**src/rtl/muldiv_sequencer_if.sv**
```systemverilog
`default_nettype none
// +----------------------------------------------------------------------+
// | Module      : muldiv_sequencer_if                                    |
// | Description : Execute/Decode-side bundle for the HI/LO mult/div unit |
// | Revision    : 1.0  initial release                                   |
// +----------------------------------------------------------------------+
interface muldiv_sequencer_if #(
  parameter int WIDTH = 32
);
  logic             startE;
  logic [1:0]       opE;
  logic [WIDTH-1:0] srcaE;
  logic [WIDTH-1:0] srcbE;
  logic             hienE;
  logic             loenE;
  logic [WIDTH-1:0] wdE;
  logic             hazardD;
  logic             stallD;
  logic             busy;
  logic             done;
  logic             divz;
  logic [WIDTH-1:0] hi;
  logic [WIDTH-1:0] lo;

  // Pipeline side: issues operations, observes results and stall.
  modport master (
    output startE, opE, srcaE, srcbE, hienE, loenE, wdE, hazardD,
    input  stallD, busy, done, divz, hi, lo
  );

  // Unit side: consumes operations, owns HI/LO.
  modport slave (
    input  startE, opE, srcaE, srcbE, hienE, loenE, wdE, hazardD,
    output stallD, busy, done, divz, hi, lo
  );
endinterface
`default_nettype wire

```
**src/rtl/muldiv_sequencer.sv**
```systemverilog
`default_nettype none
// +----------------------------------------------------------------------+
// | Module      : muldiv_sequencer                                       |
// | Description : Iterative radix-2 multiply / restoring divide with     |
// |               HI/LO ownership, MTHI/MTLO writes and Decode stall.    |
// |               Optional macro MULDIV_EARLY_OUT_EN ends a multiply as  |
// |               soon as the remaining multiplier bits are all zero.    |
// | Revision    : 1.0  initial release                                   |
// +----------------------------------------------------------------------+
module muldiv_sequencer #(
  parameter int WIDTH = 32
) (
  input wire clk,
  input wire reset,
  muldiv_sequencer_if.slave bus
);

  localparam int c_CNT_W = $clog2(WIDTH);
  localparam logic [c_CNT_W-1:0] c_LAST    = c_CNT_W'(WIDTH - 1);
  localparam logic [c_CNT_W-1:0] c_CNT_ONE = c_CNT_W'(1);

  typedef enum logic [1:0] {
    S_IDLE = 2'd0,
    S_RUN  = 2'd1,
    S_FIX  = 2'd2
  } state_t;

  state_t               r_state;
  state_t               w_stateNext;
  logic [c_CNT_W-1:0]   r_cnt;
  logic                 r_isDiv;
  logic                 r_negRes;   // operand signs differ on a signed op
  logic                 r_negRem;   // signed divide with negative dividend
  logic                 r_divZero;
  logic [WIDTH-1:0]     r_srcaRaw;
  logic [WIDTH-1:0]     r_opB;      // |multiplicand| or |divisor|
  logic [WIDTH-1:0]     r_opA;      // multiplier/product-low or dividend/quotient
  logic [WIDTH:0]       r_acc;      // product-high or remainder, one guard bit
  logic [WIDTH-1:0]     r_hi;
  logic [WIDTH-1:0]     r_lo;
  logic                 r_done;
  logic                 r_divz;

  logic                 w_busy;
  logic                 w_signedIn;
  logic [WIDTH-1:0]     w_absA;
  logic [WIDTH-1:0]     w_absB;
  logic [WIDTH:0]       w_mulSum;
  logic [WIDTH:0]       w_divShift;
  logic [WIDTH:0]       w_divTrial;
  logic                 w_divOk;
  logic                 w_lastIter;
  logic [2*WIDTH-1:0]   w_prod;
  logic [2*WIDTH-1:0]   w_prodAligned;
  logic [2*WIDTH-1:0]   w_prodFinal;
  logic [WIDTH-1:0]     w_quot;
  logic [WIDTH-1:0]     w_rem;
  logic [2*WIDTH-1:0]   w_result;

  // Operand conditioning at issue: magnitudes for signed ops.
  assign w_signedIn = bus.opE[0];
  assign w_absA = (w_signedIn && bus.srcaE[WIDTH-1]) ? -bus.srcaE : bus.srcaE;
  assign w_absB = (w_signedIn && bus.srcbE[WIDTH-1]) ? -bus.srcbE : bus.srcbE;

  // One shift-add step: acc has a spare top bit so the carry is kept.
  assign w_mulSum = r_opA[0] ? (r_acc + {1'b0, r_opB}) : r_acc;

  // One restoring-divide step on the WIDTH+1 bit partial remainder.
  assign w_divShift = {r_acc[WIDTH-1:0], r_opA[WIDTH-1]};
  assign w_divTrial = w_divShift - {1'b0, r_opB};
  assign w_divOk    = ~w_divTrial[WIDTH];

  assign w_prod = {r_acc[WIDTH-1:0], r_opA};

`ifdef MULDIV_EARLY_OUT_EN
  logic [WIDTH-1:0] r_mrem;   // untouched copy of the multiplier, shifted each step
  logic [WIDTH-1:0] w_mremShift;
  assign w_mremShift = r_mrem >> 1;
  assign w_lastIter  = (r_cnt == c_LAST) || (!r_isDiv && (w_mremShift == '0));
  // Skipped iterations would only have shifted the pair right; do that in one go.
  assign w_prodAligned = w_prod >> (c_LAST - r_cnt);
`else
  assign w_lastIter    = (r_cnt == c_LAST);
  assign w_prodAligned = w_prod;
`endif

  assign w_prodFinal = r_negRes ? -w_prodAligned : w_prodAligned;
  assign w_quot      = r_negRes ? -r_opA : r_opA;
  assign w_rem       = r_negRem ? -r_acc[WIDTH-1:0] : r_acc[WIDTH-1:0];

  // Final HI:LO value selected during FIX.
  always_comb begin
    w_result = '0;
    if (!r_isDiv) begin
      w_result = w_prodFinal;
    end else if (r_divZero) begin
      w_result = {r_srcaRaw, {WIDTH{1'b1}}};
    end else begin
      w_result = {w_rem, w_quot};
    end
  end

  // Next-state logic for IDLE -> RUN -> FIX -> IDLE.
  always_comb begin
    w_stateNext = r_state;
    case (r_state)
      S_IDLE:  if (bus.startE) w_stateNext = S_RUN;
      S_RUN:   if (w_lastIter) w_stateNext = S_FIX;
      S_FIX:   w_stateNext = S_IDLE;
      default: w_stateNext = S_IDLE;
    endcase
  end

  // State register.
  always_ff @(posedge clk) begin
    if (!reset) r_state <= S_IDLE;
    else        r_state <= w_stateNext;
  end

  // Datapath, HI/LO and status registers.
  always_ff @(posedge clk) begin
    if (!reset) begin
      r_cnt     <= '0;
      r_isDiv   <= 1'b0;
      r_negRes  <= 1'b0;
      r_negRem  <= 1'b0;
      r_divZero <= 1'b0;
      r_srcaRaw <= '0;
      r_opB     <= '0;
      r_opA     <= '0;
      r_acc     <= '0;
      r_hi      <= '0;
      r_lo      <= '0;
      r_done    <= 1'b0;
      r_divz    <= 1'b0;
`ifdef MULDIV_EARLY_OUT_EN
      r_mrem    <= '0;
`endif
    end else begin
      r_done <= (r_state == S_FIX);
      case (r_state)
        S_IDLE: begin
          if (bus.startE) begin
            // Start wins over a same-cycle MTHI/MTLO.
            r_cnt     <= '0;
            r_isDiv   <= bus.opE[1];
            r_negRes  <= w_signedIn & (bus.srcaE[WIDTH-1] ^ bus.srcbE[WIDTH-1]);
            r_negRem  <= w_signedIn & bus.srcaE[WIDTH-1];
            r_divZero <= (bus.srcbE == '0);
            r_srcaRaw <= bus.srcaE;
            r_opA     <= bus.opE[1] ? w_absA : w_absB;
            r_opB     <= bus.opE[1] ? w_absB : w_absA;
            r_acc     <= '0;
            r_divz    <= 1'b0;
`ifdef MULDIV_EARLY_OUT_EN
            r_mrem    <= w_absB;
`endif
          end else begin
            if (bus.hienE) r_hi <= bus.wdE;
            if (bus.loenE) r_lo <= bus.wdE;
          end
        end
        S_RUN: begin
          // Counter parks at its last value instead of wrapping.
          if (!w_lastIter) r_cnt <= r_cnt + c_CNT_ONE;
          if (r_isDiv) begin
            r_acc <= w_divOk ? w_divTrial : w_divShift;
            r_opA <= {r_opA[WIDTH-2:0], w_divOk};
          end else begin
            r_acc <= {1'b0, w_mulSum[WIDTH:1]};
            r_opA <= {w_mulSum[0], r_opA[WIDTH-1:1]};
          end
`ifdef MULDIV_EARLY_OUT_EN
          r_mrem <= w_mremShift;
`endif
        end
        S_FIX: begin
          r_hi   <= w_result[2*WIDTH-1:WIDTH];
          r_lo   <= w_result[WIDTH-1:0];
          r_divz <= r_isDiv & r_divZero;
        end
        default: ;
      endcase
    end
  end

  assign w_busy     = (r_state == S_RUN) || (r_state == S_FIX);
  assign bus.busy   = w_busy;
  assign bus.stallD = w_busy & bus.hazardD;
  assign bus.done   = r_done;
  assign bus.divz   = r_divz;
  assign bus.hi     = r_hi;
  assign bus.lo     = r_lo;

endmodule
`default_nettype wire
```
**src/flat_wrapper.sv**
```systemverilog
// flat-port wrapper written by rule: the top's interface ports become plain ports
module muldiv_sequencer_flat 
#(
  parameter int WIDTH = 32
)
  (clk, reset, bus_startE, bus_opE, bus_srcaE, bus_srcbE, bus_hienE, bus_loenE, bus_wdE, bus_hazardD, bus_stallD, bus_busy, bus_done, bus_divz, bus_hi, bus_lo);
  muldiv_sequencer_if #(.WIDTH(WIDTH)) bus_i ();
  input wire clk;
  input wire reset;
  input wire logic [$bits(bus_i.startE)-1:0] bus_startE;
  input wire logic [$bits(bus_i.opE)-1:0] bus_opE;
  input wire logic [$bits(bus_i.srcaE)-1:0] bus_srcaE;
  input wire logic [$bits(bus_i.srcbE)-1:0] bus_srcbE;
  input wire logic [$bits(bus_i.hienE)-1:0] bus_hienE;
  input wire logic [$bits(bus_i.loenE)-1:0] bus_loenE;
  input wire logic [$bits(bus_i.wdE)-1:0] bus_wdE;
  input wire logic [$bits(bus_i.hazardD)-1:0] bus_hazardD;
  output wire logic [$bits(bus_i.stallD)-1:0] bus_stallD;
  output wire logic [$bits(bus_i.busy)-1:0] bus_busy;
  output wire logic [$bits(bus_i.done)-1:0] bus_done;
  output wire logic [$bits(bus_i.divz)-1:0] bus_divz;
  output wire logic [$bits(bus_i.hi)-1:0] bus_hi;
  output wire logic [$bits(bus_i.lo)-1:0] bus_lo;
  assign bus_i.startE = bus_startE;
  assign bus_i.opE = bus_opE;
  assign bus_i.srcaE = bus_srcaE;
  assign bus_i.srcbE = bus_srcbE;
  assign bus_i.hienE = bus_hienE;
  assign bus_i.loenE = bus_loenE;
  assign bus_i.wdE = bus_wdE;
  assign bus_i.hazardD = bus_hazardD;
  assign bus_stallD = bus_i.stallD;
  assign bus_busy = bus_i.busy;
  assign bus_done = bus_i.done;
  assign bus_divz = bus_i.divz;
  assign bus_hi = bus_i.hi;
  assign bus_lo = bus_i.lo;
  muldiv_sequencer #(.WIDTH(WIDTH)) u_core (.clk(clk), .reset(reset), .bus(bus_i));
endmodule
```
**config.mk**
```make
export PLATFORM = sky130hd
export DESIGN_NAME = muldiv_sequencer_flat
export DESIGN_NICKNAME = d
export VERILOG_FILES = /design/src/rtl/muldiv_sequencer_if.sv /design/src/rtl/muldiv_sequencer.sv /design/src/flat_wrapper.sv
export SDC_FILE = /design/constraint.sdc
export NUM_CORES = 1
export LEC_CHECK = 0
export CELL_PAD_IN_SITES_DETAIL_PLACEMENT = 0
export CELL_PAD_IN_SITES_GLOBAL_PLACEMENT = 1
export CORE_MARGIN = 2
export CORE_UTILIZATION = 39
export CTS_CLUSTER_DIAMETER = 30
export CTS_CLUSTER_SIZE = 10
export DETAILED_ROUTE_END_ITERATION = 8
export PLACE_DENSITY = 0.82
export SYNTH_ARGS = -nofsm -noshare
export SYNTH_HDL_FRONTEND = slang
export SYNTH_SLANG_ARGS = --single-unit
```
**constraint.sdc**
```tcl
create_clock -name clk -period 4.4 [get_ports clk]
set_input_delay 0.88 -clock clk [delete_from_list [all_inputs] [get_ports clk]]
set_output_delay 0.88 -clock clk [all_outputs]
set_load 0.01 [all_outputs]
```
==> impl_metrics.toml <==
[run_status]
status = "finished clean"

[logic_synthesis]
synth_top_area_share_pct = 24.1
synth_flop_cell = "dfxtp_1"
synth_edf_count = 0
synth-warning-count = 0
ys_seq_area_share_pct = 24.1
yosys.area.top_type = "dfxtp_1"
synth.cell_area_sq_um = 17100
synthArstFlopShare_pct = 0
yosys-top-cells-area = "dfxtp_1 (24%), a21oi_1 (8.2%), nand2_1 (6.5%)"
synth_cell_types = 77
synthesis.nets = 2556
ys_ff_latch = 206
synth.most_common_cell = "nand2_1"
synth_commonest_cells = "nand2_1 (298), a21oi_1 (280), dfxtp_1 (206), nor2_1 (189), o21ai_0 (180)"
synth_cells = 2376
syn-mean-instance-area_sq_um = 7.21

[timing]
setup_viol = 0
hold_viol_final = 0
finalSetupTns_ns = 0
maxSlewViolCount = 0
period_share_pct = 96.0
max_freq_ghz = 0.237
clock_skew_ns = 0.0639
rsz0062_at_grt = "false"
min_period_ns = 4.23
worst_pin_slew_ns = 1.03
max_slew_margin_pct = 30.9

[critical_path]
cp_data_arrival_time_ns = 4.70
endpoint_kind = "register"
crit_type = "register to register"
worstPathMaxFanout = 5
start_kind = "register"
required_ns = 4.88

[power]
total_power_mw = 8.51
pwr_density_cell_nw_per_um2 = 394
peakVddDrop_uv = 374
leakage_nw = 8.38

[clock_network]
path_clk_slew_ns = 0.05
cts.root.buffer_cell = "clkbuf_16"
hold_buffers = 0
cts_tree = "built"
cts_buffers = 57
h-tree-depth = 2
clock_latency_ns = 0.63
cts_sinks = 206
cts_buffer_depth = 3

[hold_path]
hold_class = "register to register"

[global_route]
grt_pass1_vias = 17500
antenna_found_initial = 1
grt_pass1_wl_um = 108000
grt_max_degree = 128
grt-ovfl-total = 0
track_usage_pct = 31.2

[route]
drc_errors = 0
wl_per_cell_um = 23.2
first_iter_violations = 1984
drtAntennaViolNets = 0
vias_per_cell = 6.11
wl_um = 72500
firstDrtPassIters = 7
vias = 19200

[floorplanning]
start_util_pct = 39.7
core_sq_um = 43200
dieWidth_um = 214
ioPinCount = 172
num_rows = 76
die-area_sq_um = 45600
die-height_um = 214

[flow_run]
maxCapViolations = 0

[cells_and_area]
nets = 2683
syn_to_final_growth_pct = 26.1
antenna_cells = 0
nFillCells = 4310
drive_gt1_share_pct = 9.89

[placement]
dpl.hpwl_um = 55100
port_buffers = 171
gp_congestion = 0.985
-- kinds of logic (layout without fill, tap and decap cells) --
kind of cell,count (synthesis),in the layout,share of synthesized area [%]
AND/OR/NAND/NOR,744,744,19.9
flip-flops,206,206,24.1
XOR/XNOR,189,189,9.66
AO/OA/AOI/OAI,818,818,30.1
multiplexers,73,73,4.45
buffers and inverters,270,442,6.17
adder cells (fa/ha/maj),76,76,5.64
-- through the flow --
stage / utilization, % / setup slack (ns) / cells / hold WS, ns / instance area (sq um)
2_1_floorplan: - / 0.334 / 2376 / 0.433 / 17100
4_1_cts: 50.0 / 0.203 / 3133 / 0.449 / 21600
6_report: 50.0 / 0.175 / 3133 / 0.449 / 21600
3_3_place_gp: 45.2 / 0.266 / 3029 / 0.442 / 19500
5_1_grt: 50.0 / 0.00184 / 3133 / 0.470 / 21600
3_5_place_dp: 45.2 / 0.227 / 3029 / 0.443 / 19500
-- where the power goes --
part | total, mW | internal, mW | switching [mW]
sequential | 2.18 | 2.00 | 0.180
clock | 4.39 | 3.08 | 1.32
combinational | 1.93 | 0.749 | 1.18
-- layer usage --
metal	share of wire, %	GRT usage [%]	wire, um
met1	42	43.4	30700
met2	43	47.3	31500
met3	10	5.87	7230
met4	4.2	12.8	3060
met5	0.018	0	13
-- state kept, by name, summed over array words and instances, names as in the netlist, 2 cells and up --
register and flops:
u_core.bus.hi 32, u_core.r_acc 33, u_core.r_state 2, u_core.r_srcaRaw 32, u_core.r_cnt 5, u_core.bus.lo 32, u_core.r_opA 32, u_core.r_opB 32
-- layout by cell type (no fill, tap or decap), drive strengths merged, types with 15 or more instances in the layout --
cell type | netlist | final
a211oi | 69 | 69
a21o | 39 | 39
a21oi | 280 | 280
a31oi | 15 | 15
and3 | 15 | 15
buf | 21 | 90
clkbuf | 170 | 75
clkdlybuf4s50 | 0 | 169
clkinv | 2 | 17
dfxtp | 206 | 206
ha | 74 | 74
inv | 77 | 78
mux2 | 25 | 25
mux2i | 48 | 48
nand2 | 298 | 298
nand3 | 30 | 30
nand4 | 19 | 19
nor2 | 189 | 189
nor2b | 24 | 24
nor3 | 51 | 51
nor4 | 26 | 26
o211ai | 37 | 37
o21ai | 182 | 182
o221ai | 34 | 34
o31ai | 41 | 41
or3 | 23 | 23
or4 | 20 | 20
xnor2 | 127 | 127
xor2 | 62 | 62
-- layout make-up --
class	instances	area, sq um	area share (%)
multi-input cells	1900	12000	55.5
flip-flops and latches	206	4130	19.1
repair buffers	259	2390	11.1
clock buffers	75	1610	7.47
well taps	585	732	3.39
clock inverters	29	449	2.08
inverters	79	299	1.38
-- what timing repair did --
item,CTS,global route
endpoints found under the setup margin,0,5
buffers inserted,0,0
endpoints found under the hold margin,0,0
resized for setup,0,2
-- critical path, stage by stage (launching register included) --
cell,delay (ns)
dfxtp_1,0.33
inv_1,0.07
ha_1,0.24
fa_1,0.42
nor2b_1,0.18
o211ai_1,0.14
a31oi_1,0.29
a21oi_2,0.14
nor4_1,0.34
buf_4,0.19
o21ba_2,0.15
o21ai_0,0.12
nand2b_1,0.10
a21o_1,0.11
ha_1,0.24
nand2_1,0.20
buf_4,0.24
a21oi_1,0.13
o21ai_0,0.12
a221oi_1,0.30
-- worst paths after layout --
check / from / end / slack (ns) / cells after the start
worst max register to register: u_core.r_opA[31] / u_core.r_acc[20] / 0.17 / 19
worst max-delay path: u_core.r_opA[31] / u_core.r_acc[20] / 0.17 / 19
worst min register to register: u_core.bus.lo[12] / u_core.bus.lo[12] / 0.45 / 2
worst min-delay path: u_core.bus.lo[12] / u_core.bus.lo[12] / 0.45 / 2
(Power assumes the default switching activity.)
